`src/rtl/vga_timing_pkg.sv`:
```
// vga_timing_pkg: defaults for 640x480@60, sync polarity constants, the
// control-bundle type carried through the delay line, and a clog2 helper
// used for counter-width checks at elaboration.
package vga_timing_pkg;

  // 640x480@60 horizontal timing (pixel columns)
  localparam int DEF_VIDEO_WIDTH   = 3;
  localparam int DEF_ACTIVE_COLS   = 640;
  localparam int DEF_H_FRONT_PORCH = 16;
  localparam int DEF_H_SYNC        = 96;
  localparam int DEF_H_BACK_PORCH  = 48;

  // 640x480@60 vertical timing (lines)
  localparam int DEF_ACTIVE_ROWS   = 480;
  localparam int DEF_V_FRONT_PORCH = 10;
  localparam int DEF_V_SYNC        = 2;
  localparam int DEF_V_BACK_PORCH  = 33;

  // Asserted level of a sync output
  localparam bit SYNC_ACTIVE_LOW  = 1'b0;
  localparam bit SYNC_ACTIVE_HIGH = 1'b1;

  // Pixel-source latency limit and test-pattern geometry
  localparam int MAX_PIPE_DELAY = 15;
  localparam int NUM_BARS       = 8;
  localparam int BAR_IDX_WIDTH  = 3;

  // Coordinate-domain control terms that travel alongside the pixel pipeline.
  // All-zero is the idle value (blanked, syncs deasserted).
  typedef struct packed {
    logic active;
    logic hsync;
    logic vsync;
  } vga_ctl_t;

  // Number of bits needed to count 0..value-1.
  function automatic int clog2(input int value);
    int result;
    int v;
    result = 0;
    v = value - 1;
    while (v > 0) begin
      result = result + 1;
      v = v >> 1;
    end
    return result;
  endfunction

endpackage

```
`src/rtl/vga_delay_line.sv`:
```
// vga_delay_line: DEPTH-stage shift register that realigns coordinate-domain
// terms with the pixel source's output. DEPTH = 0 is a plain wire. Every
// stage clears to RESET_VAL on the asynchronous active-low reset.
module vga_delay_line #(
  parameter int               WIDTH     = 1,
  parameter int               DEPTH     = 1,
  parameter logic [WIDTH-1:0] RESET_VAL = '0
) (
  input  logic             clk,
  input  logic             rst_n,
  input  logic [WIDTH-1:0] din,
  output logic [WIDTH-1:0] dout
);

  generate
    if (DEPTH == 0) begin : g_direct
      // No latency to match: pass straight through. Clock and reset are
      // intentionally unused in this configuration.
      logic unused_clk_rst;
      assign unused_clk_rst = clk ^ rst_n;
      assign dout = din;
    end else begin : g_shift
      logic [WIDTH-1:0] stage_q [DEPTH];
      logic [WIDTH-1:0] stage_d [DEPTH];

      // Next contents: new sample enters stage 0, everything else moves up one.
      always_comb begin
        stage_d[0] = din;
        for (int i = 1; i < DEPTH; i++) begin
          stage_d[i] = stage_q[i-1];
        end
      end

      // Stage registers, cleared to the idle value on reset.
      always_ff @(posedge clk or negedge rst_n) begin
        if (!rst_n) begin
          for (int i = 0; i < DEPTH; i++) begin
            stage_q[i] <= RESET_VAL;
          end
        end else begin
          stage_q <= stage_d;
        end
      end

      assign dout = stage_q[DEPTH-1];
    end
  endgenerate

endmodule

```
`src/rtl/vga_timing_gen.sv`:
```
// vga_timing_gen: VGA raster timing core. Produces column/row coordinates
// and coordinate-aligned flags for the pixel source, then delays the
// active/sync terms by PIPE_DELAY cycles so they meet the pixel source's
// output, and registers blanked video plus programmable-polarity syncs.
// Pins lag the coordinate by PIPE_DELAY+1 cycles.
//
// Optional build macro VGA_TEST_PATTERN_EN adds i_Pattern_En and an
// eight-bar colour pattern that can replace the incoming video.
module vga_timing_gen
  import vga_timing_pkg::*;
#(
  parameter int VIDEO_WIDTH   = DEF_VIDEO_WIDTH,
  parameter int ACTIVE_COLS   = DEF_ACTIVE_COLS,
  parameter int H_FRONT_PORCH = DEF_H_FRONT_PORCH,
  parameter int H_SYNC        = DEF_H_SYNC,
  parameter int H_BACK_PORCH  = DEF_H_BACK_PORCH,
  parameter int ACTIVE_ROWS   = DEF_ACTIVE_ROWS,
  parameter int V_FRONT_PORCH = DEF_V_FRONT_PORCH,
  parameter int V_SYNC        = DEF_V_SYNC,
  parameter int V_BACK_PORCH  = DEF_V_BACK_PORCH,
  parameter bit HSYNC_POL     = SYNC_ACTIVE_LOW,
  parameter bit VSYNC_POL     = SYNC_ACTIVE_LOW,
  parameter int PIPE_DELAY    = 2,
  parameter int COUNT_WIDTH   = 10
) (
  input  logic                   i_Clk,
  input  logic                   i_Rst_L,
  input  logic                   i_Enable,
`ifdef VGA_TEST_PATTERN_EN
  input  logic                   i_Pattern_En,
`endif
  output logic [COUNT_WIDTH-1:0] o_Col,
  output logic [COUNT_WIDTH-1:0] o_Row,
  output logic                   o_Active,
  output logic                   o_Line_Start,
  output logic                   o_Frame_Start,
  input  logic [VIDEO_WIDTH-1:0] i_Red_Video,
  input  logic [VIDEO_WIDTH-1:0] i_Grn_Video,
  input  logic [VIDEO_WIDTH-1:0] i_Blu_Video,
  output logic                   o_HSync,
  output logic                   o_VSync,
  output logic [VIDEO_WIDTH-1:0] o_Red_Video,
  output logic [VIDEO_WIDTH-1:0] o_Grn_Video,
  output logic [VIDEO_WIDTH-1:0] o_Blu_Video
);

  localparam int TOTAL_COLS = ACTIVE_COLS + H_FRONT_PORCH + H_SYNC + H_BACK_PORCH;
  localparam int TOTAL_ROWS = ACTIVE_ROWS + V_FRONT_PORCH + V_SYNC + V_BACK_PORCH;

  // Thresholds sized to the counters so every compare is width-matched.
  // Sync windows use an inclusive last position so a zero back porch
  // never needs a value one past the counter range.
  localparam logic [COUNT_WIDTH-1:0] LAST_COL   = COUNT_WIDTH'(TOTAL_COLS - 1);
  localparam logic [COUNT_WIDTH-1:0] LAST_ROW   = COUNT_WIDTH'(TOTAL_ROWS - 1);
  localparam logic [COUNT_WIDTH-1:0] ACT_COLS_C = COUNT_WIDTH'(ACTIVE_COLS);
  localparam logic [COUNT_WIDTH-1:0] ACT_ROWS_C = COUNT_WIDTH'(ACTIVE_ROWS);
  localparam logic [COUNT_WIDTH-1:0] HS_FIRST_C = COUNT_WIDTH'(ACTIVE_COLS + H_FRONT_PORCH);
  localparam logic [COUNT_WIDTH-1:0] HS_LAST_C  = COUNT_WIDTH'(ACTIVE_COLS + H_FRONT_PORCH + H_SYNC - 1);
  localparam logic [COUNT_WIDTH-1:0] VS_FIRST_C = COUNT_WIDTH'(ACTIVE_ROWS + V_FRONT_PORCH);
  localparam logic [COUNT_WIDTH-1:0] VS_LAST_C  = COUNT_WIDTH'(ACTIVE_ROWS + V_FRONT_PORCH + V_SYNC - 1);

  // Reject configurations the counters or delay line cannot represent.
  generate
    if (COUNT_WIDTH < clog2(TOTAL_COLS) || COUNT_WIDTH < clog2(TOTAL_ROWS)) begin : g_bad_count_width
      $error("vga_timing_gen: COUNT_WIDTH cannot hold TOTAL_COLS-1 / TOTAL_ROWS-1");
    end
    if (PIPE_DELAY < 0 || PIPE_DELAY > MAX_PIPE_DELAY) begin : g_bad_pipe_delay
      $error("vga_timing_gen: PIPE_DELAY outside 0..15");
    end
  endgenerate

  // ---------------------------------------------------------------------
  // Coordinate domain
  // ---------------------------------------------------------------------
  // parked_q marks the idle (0,0) position held during reset and disable;
  // the first enabled cycle after parking presents (0,0) again, this time
  // with the flags raised, so the pixel source always sees a frame start.
  logic                   parked_q,      parked_d;
  logic [COUNT_WIDTH-1:0] col_q,         col_d;
  logic [COUNT_WIDTH-1:0] row_q,         row_d;
  logic                   active_q,      active_d;
  logic                   line_start_q,  line_start_d;
  logic                   frame_start_q, frame_start_d;

  // Next raster position and the flags that belong to it.
  always_comb begin
    parked_d = parked_q;
    col_d    = col_q;
    row_d    = row_q;
    if (!i_Enable) begin
      parked_d = 1'b1;
      col_d    = '0;
      row_d    = '0;
    end else begin
      parked_d = 1'b0;
      if (parked_q) begin
        col_d = '0;
        row_d = '0;
      end else if (col_q == LAST_COL) begin
        col_d = '0;
        row_d = (row_q == LAST_ROW) ? '0 : row_q + 1'b1;
      end else begin
        col_d = col_q + 1'b1;
      end
    end
    active_d      = i_Enable && (col_d < ACT_COLS_C) && (row_d < ACT_ROWS_C);
    line_start_d  = i_Enable && (col_d == '0);
    frame_start_d = i_Enable && (col_d == '0) && (row_d == '0);
  end

  // Coordinate and flag registers.
  always_ff @(posedge i_Clk or negedge i_Rst_L) begin
    if (!i_Rst_L) begin
      parked_q      <= 1'b1;
      col_q         <= '0;
      row_q         <= '0;
      active_q      <= 1'b0;
      line_start_q  <= 1'b0;
      frame_start_q <= 1'b0;
    end else begin
      parked_q      <= parked_d;
      col_q         <= col_d;
      row_q         <= row_d;
      active_q      <= active_d;
      line_start_q  <= line_start_d;
      frame_start_q <= frame_start_d;
    end
  end

  assign o_Col         = col_q;
  assign o_Row         = row_q;
  assign o_Active      = active_q;
  assign o_Line_Start  = line_start_q;
  assign o_Frame_Start = frame_start_q;

  // Raw (undelayed, positive-true) control terms for the current position.
  // Gated by parked_q so a parked counter never emits sync.
  vga_ctl_t ctl_raw;
  vga_ctl_t ctl_dly;

  // Sync windows decoded from the current coordinate; vsync spans whole lines.
  always_comb begin
    ctl_raw.active = active_q;
    ctl_raw.hsync  = !parked_q && (col_q >= HS_FIRST_C) && (col_q <= HS_LAST_C);
    ctl_raw.vsync  = !parked_q && (row_q >= VS_FIRST_C) && (row_q <= VS_LAST_C);
  end

  vga_delay_line #(
    .WIDTH     ($bits(vga_ctl_t)),
    .DEPTH     (PIPE_DELAY),
    .RESET_VAL ('0)
  ) u_ctl_delay (
    .clk   (i_Clk),
    .rst_n (i_Rst_L),
    .din   (ctl_raw),
    .dout  (ctl_dly)
  );

`ifdef VGA_TEST_PATTERN_EN
  // ---------------------------------------------------------------------
  // Test pattern: eight equal vertical bars across the active width. The bar
  // index follows the column by compare-and-reset so no divider is needed.
  // ---------------------------------------------------------------------
  localparam logic [COUNT_WIDTH-1:0] BAR_LAST = COUNT_WIDTH'(ACTIVE_COLS / NUM_BARS - 1);

  generate
    if (ACTIVE_COLS % NUM_BARS != 0) begin : g_bad_bar_width
      $error("vga_timing_gen: ACTIVE_COLS must split into 8 equal bars");
    end
  endgenerate

  logic [COUNT_WIDTH-1:0]   bar_cnt_q, bar_cnt_d;
  logic [BAR_IDX_WIDTH-1:0] bar_idx_q, bar_idx_d;
  logic [BAR_IDX_WIDTH-1:0] bar_idx_dly;

  // Bar position tracks col_d: restart at column 0, step every BAR_LAST+1 columns.
  always_comb begin
    bar_cnt_d = bar_cnt_q;
    bar_idx_d = bar_idx_q;
    if (col_d == '0) begin
      bar_cnt_d = '0;
      bar_idx_d = '0;
    end else if (bar_cnt_q == BAR_LAST) begin
      bar_cnt_d = '0;
      bar_idx_d = bar_idx_q + 1'b1;
    end else begin
      bar_cnt_d = bar_cnt_q + 1'b1;
    end
  end

  // Bar counter registers.
  always_ff @(posedge i_Clk or negedge i_Rst_L) begin
    if (!i_Rst_L) begin
      bar_cnt_q <= '0;
      bar_idx_q <= '0;
    end else begin
      bar_cnt_q <= bar_cnt_d;
      bar_idx_q <= bar_idx_d;
    end
  end

  vga_delay_line #(
    .WIDTH     (BAR_IDX_WIDTH),
    .DEPTH     (PIPE_DELAY),
    .RESET_VAL ('0)
  ) u_bar_delay (
    .clk   (i_Clk),
    .rst_n (i_Rst_L),
    .din   (bar_idx_q),
    .dout  (bar_idx_dly)
  );
`endif

  // ---------------------------------------------------------------------
  // Output register: polarity applied and video blanked outside active area
  // ---------------------------------------------------------------------
  logic                   hsync_q, hsync_d;
  logic                   vsync_q, vsync_d;
  logic [VIDEO_WIDTH-1:0] red_q,   red_d;
  logic [VIDEO_WIDTH-1:0] grn_q,   grn_d;
  logic [VIDEO_WIDTH-1:0] blu_q,   blu_d;

  // Pin values from the delay-aligned control terms.
  always_comb begin
    hsync_d = ctl_dly.hsync ? HSYNC_POL : ~HSYNC_POL;
    vsync_d = ctl_dly.vsync ? VSYNC_POL : ~VSYNC_POL;
    red_d   = '0;
    grn_d   = '0;
    blu_d   = '0;
    if (ctl_dly.active) begin
`ifdef VGA_TEST_PATTERN_EN
      if (i_Pattern_En) begin
        red_d = {VIDEO_WIDTH{bar_idx_dly[0]}};
        grn_d = {VIDEO_WIDTH{bar_idx_dly[1]}};
        blu_d = {VIDEO_WIDTH{bar_idx_dly[2]}};
      end else begin
        red_d = i_Red_Video;
        grn_d = i_Grn_Video;
        blu_d = i_Blu_Video;
      end
`else
      red_d = i_Red_Video;
      grn_d = i_Grn_Video;
      blu_d = i_Blu_Video;
`endif
    end
  end

  // Pin registers; reset puts syncs at their deasserted level.
  always_ff @(posedge i_Clk or negedge i_Rst_L) begin
    if (!i_Rst_L) begin
      hsync_q <= ~HSYNC_POL;
      vsync_q <= ~VSYNC_POL;
      red_q   <= '0;
      grn_q   <= '0;
      blu_q   <= '0;
    end else begin
      hsync_q <= hsync_d;
      vsync_q <= vsync_d;
      red_q   <= red_d;
      grn_q   <= grn_d;
      blu_q   <= blu_d;
    end
  end

  assign o_HSync     = hsync_q;
  assign o_VSync     = vsync_q;
  assign o_Red_Video = red_q;
  assign o_Grn_Video = grn_q;
  assign o_Blu_Video = blu_q;

endmodule

```
`config.mk`:
```
export PLATFORM = sky130hd
export DESIGN_NAME = vga_timing_gen
export DESIGN_NICKNAME = d
export VERILOG_FILES = /design/src/rtl/vga_timing_pkg.sv /design/src/rtl/vga_delay_line.sv /design/src/rtl/vga_timing_gen.sv
export SDC_FILE = /design/constraint.sdc
export NUM_CORES = 1
export LEC_CHECK = 0
export CORE_MARGIN = 5
export CORE_UTILIZATION = 27
export DETAILED_ROUTE_END_ITERATION = 8
export GPL_TIMING_DRIVEN = 1
export SETUP_SLACK_MARGIN = 0.4
export SLEW_MARGIN = 20
export SYNTH_ARGS = -nofsm -noshare
export SYNTH_HDL_FRONTEND = slang
export SYNTH_SLANG_ARGS = --single-unit
```
`constraint.sdc`:
```
create_clock -name i_Clk -period 3 [get_ports i_Clk]
set_input_delay 0.45 -clock i_Clk [delete_from_list [all_inputs] [get_ports i_Clk]]
set_output_delay 0.45 -clock i_Clk [all_outputs]
set_load 0.01 [all_outputs]
```
==> results.cfg, run 1 <==
[yosys]
syn_area_sq_um = 2080
synth.distinct_cells = 46
synthesis.instances = 205
avgSynthCellArea_sq_um = 10.2
synth_nets = 222
synth_area_leaders = dfrtp_1 (46%), nor2_1 (5.2%), dfstp_2 (3.8%)
ys_ff_latch = 41
synth.top_cell.area_share_pct = 45.6
yosysTopAreaCell = dfrtp_1
yosysSeqAreaShare_pct = 49.4
synth_warnings = 0

[global_routing]
grt_max_degree = 42
grt_pass1_vias = 1598
grt_pass1_wl_um = 7910
antenna_found_initial = 0
grt_remaining_overflow = 0
grt_util_all_layers_pct = 10.3

[sta]
relSlewSlack_pct = 39.8
slew_violations = 0
worstMarginPinSlew_ns = 0.904
fin_ws_ns = 0.620
fin_tns_setup_ns = 0
setup_viol = 0
fin_crit_sh_pct = 79.3
finalHoldViolCount = 0
rsz0062_at_grt = no
max_freq_ghz = 0.420
min_period_ns = 2.38
clock_skew_ns = 0.00724

[detailed_routing]
wl_met1_um = 2100
drc = 0
drt-initial-drc-count = 89
wl_um = 4740
dr.pass1.iters = 4
routed_via_density = 4.64
final_antenna_net_count = 0
met3_length_um = 368
vias = 1607
dr_wl_met2_um = 2210
post_drt_wl_per_cell_um = 13.7
dr.max_layer_used = met4

[setup_path]
rrSetupSlack_ns = 0.62
worstSetupEndpointType = register
critical_path_class = reg2reg
critPathMaxFanout = 10
crit_required_ns = 3.24
cp.arrival_ns = 2.62
cp-start-kind = register
r2r-end = o_Frame_Start$_DFF_PN0_
reg2reg_depth = 7
r2r_start = o_Row[1]$_DFF_PN0_

[placement]
hpwl_um = 3410
placed_cells = 338
port_buffers = 45
place.gp.congestion = 0.851
place_ws_ns = 0.555

[cts]
tritoncts = built
clk_pin_slew_ns = 0.08
cts_num_sinks = 41
root_buffer = clkbuf_8
insertion_delay_ns = 0.30
numCtsBuffers = 5
clk_path_buf_depth = 2
htreeDepth = 2

[floorplan]
row_count = 32
core_sq_um = 7610
fp.dieArea_sq_um = 9580
ioPinCount = 46
initial_core_util_pct = 27.4
die_w_um = 97.9
die_height_um = 97.9

[pwr]
power_density_nw_per_um2 = 389
p_leak_nw = 1.11
peakVddDrop_uv = 171
total_power_mw = 1.05

[flow_run]
drv_cap = 0

[hold_path]
hp-class = in2async

[cells_and_area]
diodes = 0
fillers = 784
fin_cells = 346
syn_to_final_growth_pct = 28.9
fin_util_pct = 35.3
fin_nets = 260
drive_gt1_share_pct = 9.84
multi_input_area_sq_um = 950
seqCellArea_sq_um = 1030

[run_status]
status = completed
-- placed cells by master, fill, tap and decap left out, types with 2 or more instances in the layout --
master and n:
nor4bb_1 2, xor2_1 9, or3_1 3, clkdlybuf4s50_1 44, o21ai_1 2, nand4_1 6
dfrtp_1 36, a22oi_1 2, nor3_1 5, nand2b_1 2, a211o_1 2, nor4_1 6
o31ai_1 2, clkbuf_8 7, a21oi_1 4, and2_1 10, nor2_1 29, dfstp_2 3
inv_1 8, o21ai_0 2, nand3_1 8, and3_1 2, a31oi_1 2, xnor2_1 9
nand2_1 12, ha_1 5, dfrtp_2 2
-- kinds of logic (layout without fill, tap and decap cells) --
logic type	count (synthesis)	count (layout)	share of synthesized area, %
fa+ha+maj	5	5	3.00
mux	1	1	0.480
buf+inv	22	61	5.04
simple gates	94	94	26.2
flops	41	41	49.4
compound gates	24	24	8.34
xor+xnor	18	18	7.56
-- stage by stage --
stage / cell area [sq um] / hold WS, ns
after floorplan: 2080 / 0.154
after global placement: 2580 / 0.333
after detailed placement: 2580 / 0.337
after CTS: 2680 / 0.320
after global routing: 2690 / 0.359
final: 2690 / 0.285
-- final cells by class --
type                            instances  area share [%]
Tap cell                              102            4.75
Sequential cell                        41            38.4
Clock buffer                            7            3.59
Timing Repair Buffer                   45            16.6
Clock inverter                          1           0.186
Multi-Input combinational cell        142            35.4
Inverter                                8            1.12
-- synthesized netlist by cell type (all sizes together) --
master and n:
and3 2, nor4 8, a22oi 2, o21a 1, a311oi 1, nor3b 1, and2 10, nand3 8
xnor2 9, o211ai 1, o21ai 4, and4 1, a211o 2, nor4bb 2, mux2i 1, o41ai 1
buf 11, nor2 29, dfstp 3, or3 3, a21o 1, o311ai 1, nand2 12, ha 5
a21oi 5, nor3 6, dfrtp 38, a31oi 2, or4b 1, or2 1, a32oi 1, o31ai 2
nand2b 2, clkbuf 3, xor2 9, inv 8, nand4 8
-- layer usage --
metal  global-route usage (%)  vias to the layer above
li1                         -                      783
met5                        0                        -
met3                     3.36                        6
met2                     15.8                       61
met1                     13.2                      757
met4                     5.01                        0
-- state kept, by name, indices dropped and copies added (netlist names) --
signal                       count
o_Line_Start                     1
parked_q                         1
o_Row                           10
o_Grn_Video                      3
o_Frame_Start                    1
o_Red_Video                      3
o_Active                         1
o_HSync                          1
o_Col                           10
u_ctl_delay.dout                 3
u_ctl_delay.g_shift.stage_d      3
o_Blu_Video                      3
o_VSync                          1
-- worst max path at each step --
stage	cells past startpoint	from	endpoint
4_1_cts	7	o_Row[1]$_DFF_PN0_	o_Frame_Start$_DFF_PN0_
3_5_place_dp	7	o_Row[1]$_DFF_PN0_	o_Frame_Start$_DFF_PN0_
3_3_place_gp	7	o_Row[1]$_DFF_PN0_	o_Frame_Start$_DFF_PN0_
6_report	7	o_Row[1]$_DFF_PN0_	o_Frame_Start$_DFF_PN0_
2_1_floorplan	7	o_Row[1]$_DFF_PN0_	o_Frame_Start$_DFF_PN0_
5_1_grt	7	o_Row[1]$_DFF_PN0_	o_Frame_Start$_DFF_PN0_
-- power breakdown --
group / total [mW] / leakage [nW] / internal [mW] / switching (mW)
combinational: 0.0700 / 0.512 / 0.0362 / 0.0337
sequential: 0.572 / 0.539 / 0.565 / 0.00697
clock: 0.404 / 0.0542 / 0.208 / 0.196
total: 1.05 / 1.11 / 0.809 / 0.237
-- critical path: stages (launching register included) --
cell and delay (ns):
dfrtp_2 0.47, ha_1 0.24, or4b_4 0.50, nor4_4 0.30
nand3_1 0.13, xor2_1 0.23, nor4bb_1 0.31, o21a_1 0.14
-- timing repair --
item,CTS,global route
resized for setup,0,2
endpoints found under the setup margin,0,1
setup buffers,0,0
endpoints found under the hold margin,0,0
hold buffers,0,0
(Power assumes the default switching activity.)
==> run 2, diff against run 1 <==
==> constraint.sdc (replaced) <==
create_clock -name i_Clk -period 2.1 [get_ports i_Clk]
set_input_delay 0.315 -clock i_Clk [delete_from_list [all_inputs] [get_ports i_Clk]]
set_output_delay 0.315 -clock i_Clk [all_outputs]
set_load 0.01 [all_outputs]
==> run 2 against run 1 <==
Against the previous run: highest routed layer unchanged; global-route usage increased by 1.7 points; sequential share of layout area decreased by 6.5 points; non-clock buffer count increased by 57; clock power increased by 62%; clock skew increased by 0.010 ns; clock-buffer cell count decreased by 2; routed wire length increased by 21%.
==> results.cfg, run 2 (synthesis gave the netlist of run 1 again) <==
[run_status]
status = completed

[sta]
relSlewSlack_pct = 71.4
worstMarginPinSlew_ns = 0.429
fin_tns_setup_ns = 0
setup_viol = 0
fin_ws_ns = 0.0991
finalHoldViolCount = 0
hold_ws_ns = 0.353
rsz0062_at_grt = yes
fin_crit_sh_pct = 95.3
clock_skew_ns = 0.0173
min_period_ns = 2.00
max_freq_ghz = 0.500
slew_violations = 0

[global_routing]
grt_pass1_vias = 1896
grt_max_degree = 21
grt_pass1_wl_um = 9260
antenna_found_initial = 0
grt_remaining_overflow = 0
grt_util_all_layers_pct = 12.0

[detailed_routing]
drc = 0
routed_via_density = 4.58
vias = 1845
post_drt_wl_per_cell_um = 14.2
dr.pass1.iters = 4
drt-initial-drc-count = 157
final_antenna_net_count = 0
wl_um = 5720

[floorplan]
core_sq_um = 7610
row_count = 32
ioPinCount = 46
die_height_um = 97.9
initial_core_util_pct = 27.4
fp.dieArea_sq_um = 9580
die_w_um = 97.9

[setup_path]
critical_path_depth = 7
cp-start-kind = register
path_cells = ha_4 -> or4b_4 -> nor4_4 -> xnor2_1 -> o21ai_1 -> nor4bb_2 -> o21a_1
rrSetupSlack_ns = 0.1
cp.arrival_ns = 2.23
critPathMaxFanout = 2
cp_top_family = simple AND/OR/NAND/NOR gates
startpoint = o_Row[1]$_DFF_PN0_
slowest_stage = or4b_4
cp-endpoint = o_Frame_Start$_DFF_PN0_
max_stage_delay_ns = 0.50
crit_required_ns = 2.33
r2r-end = o_Frame_Start$_DFF_PN0_
worstSetupEndpointType = register
critical_path_class = reg2reg
reg2reg_depth = 7
crit_buf_inv = 0
r2r_start = o_Row[1]$_DFF_PN0_

[cts]
tritoncts = built
clk_path_buf_depth = 2
numCtsBuffers = 5
htreeDepth = 2
insertion_delay_ns = 0.30
root_buffer = clkbuf_8
clk_pin_slew_ns = 0.09
cts_num_sinks = 41

[cells_and_area]
diodes = 0
drive_gt1_share_pct = 33.9
fin_nets = 317
syn_to_final_growth_pct = 57.1
layout_commonest_cell = buf_4
layout_common_cells = buf_4 (48), clkdlybuf4s50_1 (33), nor2_1 (29)
fin_cells = 403

[pwr]
p_leak_nw = 1.52
power_density_nw_per_um2 = 489
total_power_mw = 1.60
peakVddDrop_uv = 321

[placement]
place.gp.congestion = 0.940
place_ws_ns = 0.104
port_buffers = 45
placed_cells = 359
hpwl_um = 3880

[flow_run]
drv_cap = 0

[hold_path]
hp-class = reg2reg
==> run 2: changes by cell type in the layout (fill, tap and decap cells not counted), sizes merged <==
cell	delta
dlymetal6s2s	+3
bufinv	+1
buf	+56
dlygate4sd2	+8
clkdlybuf4s50	-11
clkbuf	-2
inv	+1
dlygate4sd3	+1
==> run 2: stage by stage <==
step           instance area [sq um]  util (%)
6_report                        3270      43.0
5_1_grt                         3270      43.0
4_1_cts                         3160      41.5
3_5_place_dp                    2770      36.4
3_3_place_gp                    2770      36.4
2_1_floorplan                   2120         -
==> run 2: layer usage <==
metal,part of all wire (%),vias up,track usage (%),wire (um)
li1,-,899,-,-
met1,42,880,14.8,2420
met2,50,57,20.2,2860
met3,6.1,9,3.07,349
met4,1.7,0,4.47,96
met5,0,-,0,0
==> run 2: final cells by class <==
| cell class | count | area (sq um) |
|---|---|---|
| Clock buffer | 5 | 68.8 |
| Clock inverter | 3 | 43.8 |
| Inverter | 8 | 35.0 |
| Sequential cell | 41 | 1040 |
| Timing Repair Buffer | 102 | 912 |
| Tap cell | 102 | 128 |
| Fill cell | 728 | 4330 |
| Multi-Input combinational cell | 142 | 1040 |
==> run 2: power by group <==
part | internal [mW] | total [mW] | switching, mW
Combinational | 0.0734 | 0.131 | 0.0575
Clock | 0.357 | 0.654 | 0.298
Sequential | 0.807 | 0.816 | 0.00859
==> run 2: how the worst min path moves through the flow <==
stage                                                   from                       endpoint  slack [ns]  depth (start not counted)
floorplan                                            i_Rst_L             o_Active$_DFF_PN0_        0.02                          0
global placement                                     i_Rst_L       o_Red_Video[0]$_DFF_PN0_        0.28                          1
detailed placement                                   i_Rst_L       o_Red_Video[0]$_DFF_PN0_        0.29                          1
CTS                            u_ctl_delay.dout[0]$_DFF_PN0_              o_VSync$_DFF_PN1_        0.35                          1
global route        u_ctl_delay.g_shift.stage_d[2]$_DFF_PN0_  u_ctl_delay.dout[2]$_DFF_PN0_        0.36                          0
finish                         u_ctl_delay.dout[0]$_DFF_PN0_              o_VSync$_DFF_PN1_        0.35                          1
==> run 2: timing repair <==
action,in CTS,in global routing
gates resized for setup,31,10
endpoints found under the hold margin,17,0
hold buffers,1,0
setup buffers,26,9
pin swaps,9,5
endpoints found under the setup margin,27,28
==> run 3, diff against run 2 <==
--- a/config.mk
+++ b/config.mk
@@ -8,6 +8,7 @@
 export CORE_MARGIN = 5
 export CORE_UTILIZATION = 27
 export DETAILED_ROUTE_END_ITERATION = 8
+export GPL_ROUTABILITY_DRIVEN = 0
 export GPL_TIMING_DRIVEN = 1
 export SETUP_SLACK_MARGIN = 0.4
 export SLEW_MARGIN = 20
==> run 3 against run 2 <==
Against the previous run: largest cell class unchanged; sequential share of layout area increased by 1.1 points; largest power group unchanged; global-route usage decreased by 0.88 points; power decreased by 9.7%.
==> results.cfg, run 3 (synthesis gave the netlist of run 1 again) <==
[pwr]
total_power_mw = 1.45
peakVddDrop_uv = 206
clockPowerShare_pct = 35.3
sequentialPowerShare_pct = 56.5
p_int_mw = 1.10
p_leak_nw = 1.49
power_density_nw_per_um2 = 457
swShare_pct = 23.7
pwr-share-comb_pct = 8.2
switching_power_mw = 0.343

[sta]
min_period_ns = 1.98
relSlewSlack_pct = 72.1
finalHoldViolCount = 0
rsz0062_at_grt = yes
fin_crit_sh_pct = 94.5
clock_skew_ns = 0.0129
fin_tns_setup_ns = 0
max_freq_ghz = 0.504
setup_viol = 0
fin_ws_ns = 0.116
slew_violations = 0
worstMarginPinSlew_ns = 0.418

[setup_path]
crit_required_ns = 2.35
worstSetupEndpointType = register
cp-start-kind = register
cp_top_family = compound AO/OA/AOI/OAI gates
critPathMaxFanout = 7
max_stage_delay_ns = 0.52
crit_buf_inv = 0
cp.arrival_ns = 2.23
slowest_stage = dfrtp_1
path_cells = nand3_1 -> or3_1 -> nor2_1 -> a22oi_1 -> o41ai_2 -> o21a_1
critical_path_class = reg2reg

[cts]
tritoncts = built
clk_pin_slew_ns = 0.09
insertion_delay_ns = 0.30
htreeDepth = 2
numCtsBuffers = 5
clk_path_buf_depth = 2
root_buffer = clkbuf_8
cts_num_sinks = 41

[floorplan]
row_count = 32
ioPinCount = 46
die_w_um = 97.9
die_height_um = 97.9
core_sq_um = 7610
fp.dieArea_sq_um = 9580
initial_core_util_pct = 27.4

[placement]
place_ws_ns = 0.0993
port_buffers = 45
hpwl_um = 3840

[detailed_routing]
vias = 1817
drt-initial-drc-count = 149
post_drt_wl_per_cell_um = 14.0
dr.pass1.iters = 4
final_antenna_net_count = 0
wl_um = 5490
drc = 0
routed_via_density = 4.62

[global_routing]
grt_remaining_overflow = 0
grt_pass1_vias = 1767
grt_max_degree = 21
antenna_found_initial = 0
grt_util_all_layers_pct = 11.1
grt_pass1_wl_um = 8620

[hold_path]
hp-class = reg2reg

[cells_and_area]
syn_to_final_growth_pct = 51.7
diodes = 0
layout_commonest_cell = buf_4
drive_gt1_share_pct = 31.3
fin_nets = 308
layout_common_cells = buf_4 (40), clkdlybuf4s50_1 (31), nor2_1 (28)

[flow_run]
drv_cap = 0

[run_status]
status = completed
[run 3: per-layer routing]
layer | share of wire (%) | routed length, um | track usage, % | vias to the layer above
met5 | 0 | 0 | 0 | -
met4 | 1.7 | 95 | 4.05 | 0
met3 | 6.6 | 365 | 3.93 | 13
met2 | 46 | 2540 | 17.2 | 63
met1 | 45 | 2490 | 14.4 | 864
li1 | - | - | - | 877
[run 3: layout make-up]
type                       count  area (sq um)
tap                          102           128
clock buffer                   6          72.6
inverter                       8          32.5
sequential                    41          1040
timing repair buffer          93           832
multi-input combinational    142          1040
clock inverter                 1          8.76
fill                         773          4440
[run 3: what timing repair did]
item,4_1_cts,5_1_grt
hold endpoints to repair,17,0
pin swaps,6,2
endpoints found under the setup margin,27,27
resized for setup,22,19
hold buffers,1,0
setup buffers,14,12
[run 3: worst register-to-register path, cell delays in order, from the launching register on]
cell and delay [ns]:
dfrtp_1 0.52, nand3_1 0.15, or3_1 0.38, nor2_1 0.12
a22oi_1 0.10, o41ai_2 0.47, o21a_1 0.18
[run 3: metrics by stage]
step | cells | hold WS, ns | util (%) | area (sq um)
floorplan | 205 | 0.0194 | - | 2120
global placement | 359 | 0.272 | 36.4 | 2770
detailed placement | 359 | 0.276 | 36.4 | 2770
CTS | 381 | 0.353 | 39.6 | 3010
global route | 393 | 0.364 | 41.6 | 3160
finish | 393 | 0.352 | 41.6 | 3160
[run 3: power by group through the flow]
stage | clock [mW] | sequential [mW] | combinational (mW)
2_1_floorplan | 0 | 0.840 | 0.0242
3_3_place_gp | 0 | 0.833 | 0.110
3_5_place_dp | 0 | 0.834 | 0.111
4_1_cts | 0.524 | 0.817 | 0.120
5_1_grt | 0.566 | 0.819 | 0.130
6_report | 0.510 | 0.816 | 0.119
[run 3: final timing paths]
check                                                    from  slack [ns]                       to  depth (start not counted)
worst max-delay path                       o_Col[4]$_DFF_PN0_        0.12  o_Frame_Start$_DFF_PN0_                          6
worst min-delay path            u_ctl_delay.dout[0]$_DFF_PN0_        0.35        o_VSync$_DFF_PN1_                          1
worst max register to register             o_Col[4]$_DFF_PN0_        0.12  o_Frame_Start$_DFF_PN0_                          6
worst min register to register  u_ctl_delay.dout[0]$_DFF_PN0_        0.35        o_VSync$_DFF_PN1_                          1
max in group asynchronous                             i_Rst_L        1.02        o_VSync$_DFF_PN1_                          3
min in group asynchronous                             i_Rst_L        0.48   o_Line_Start$_DFF_PN0_                          2
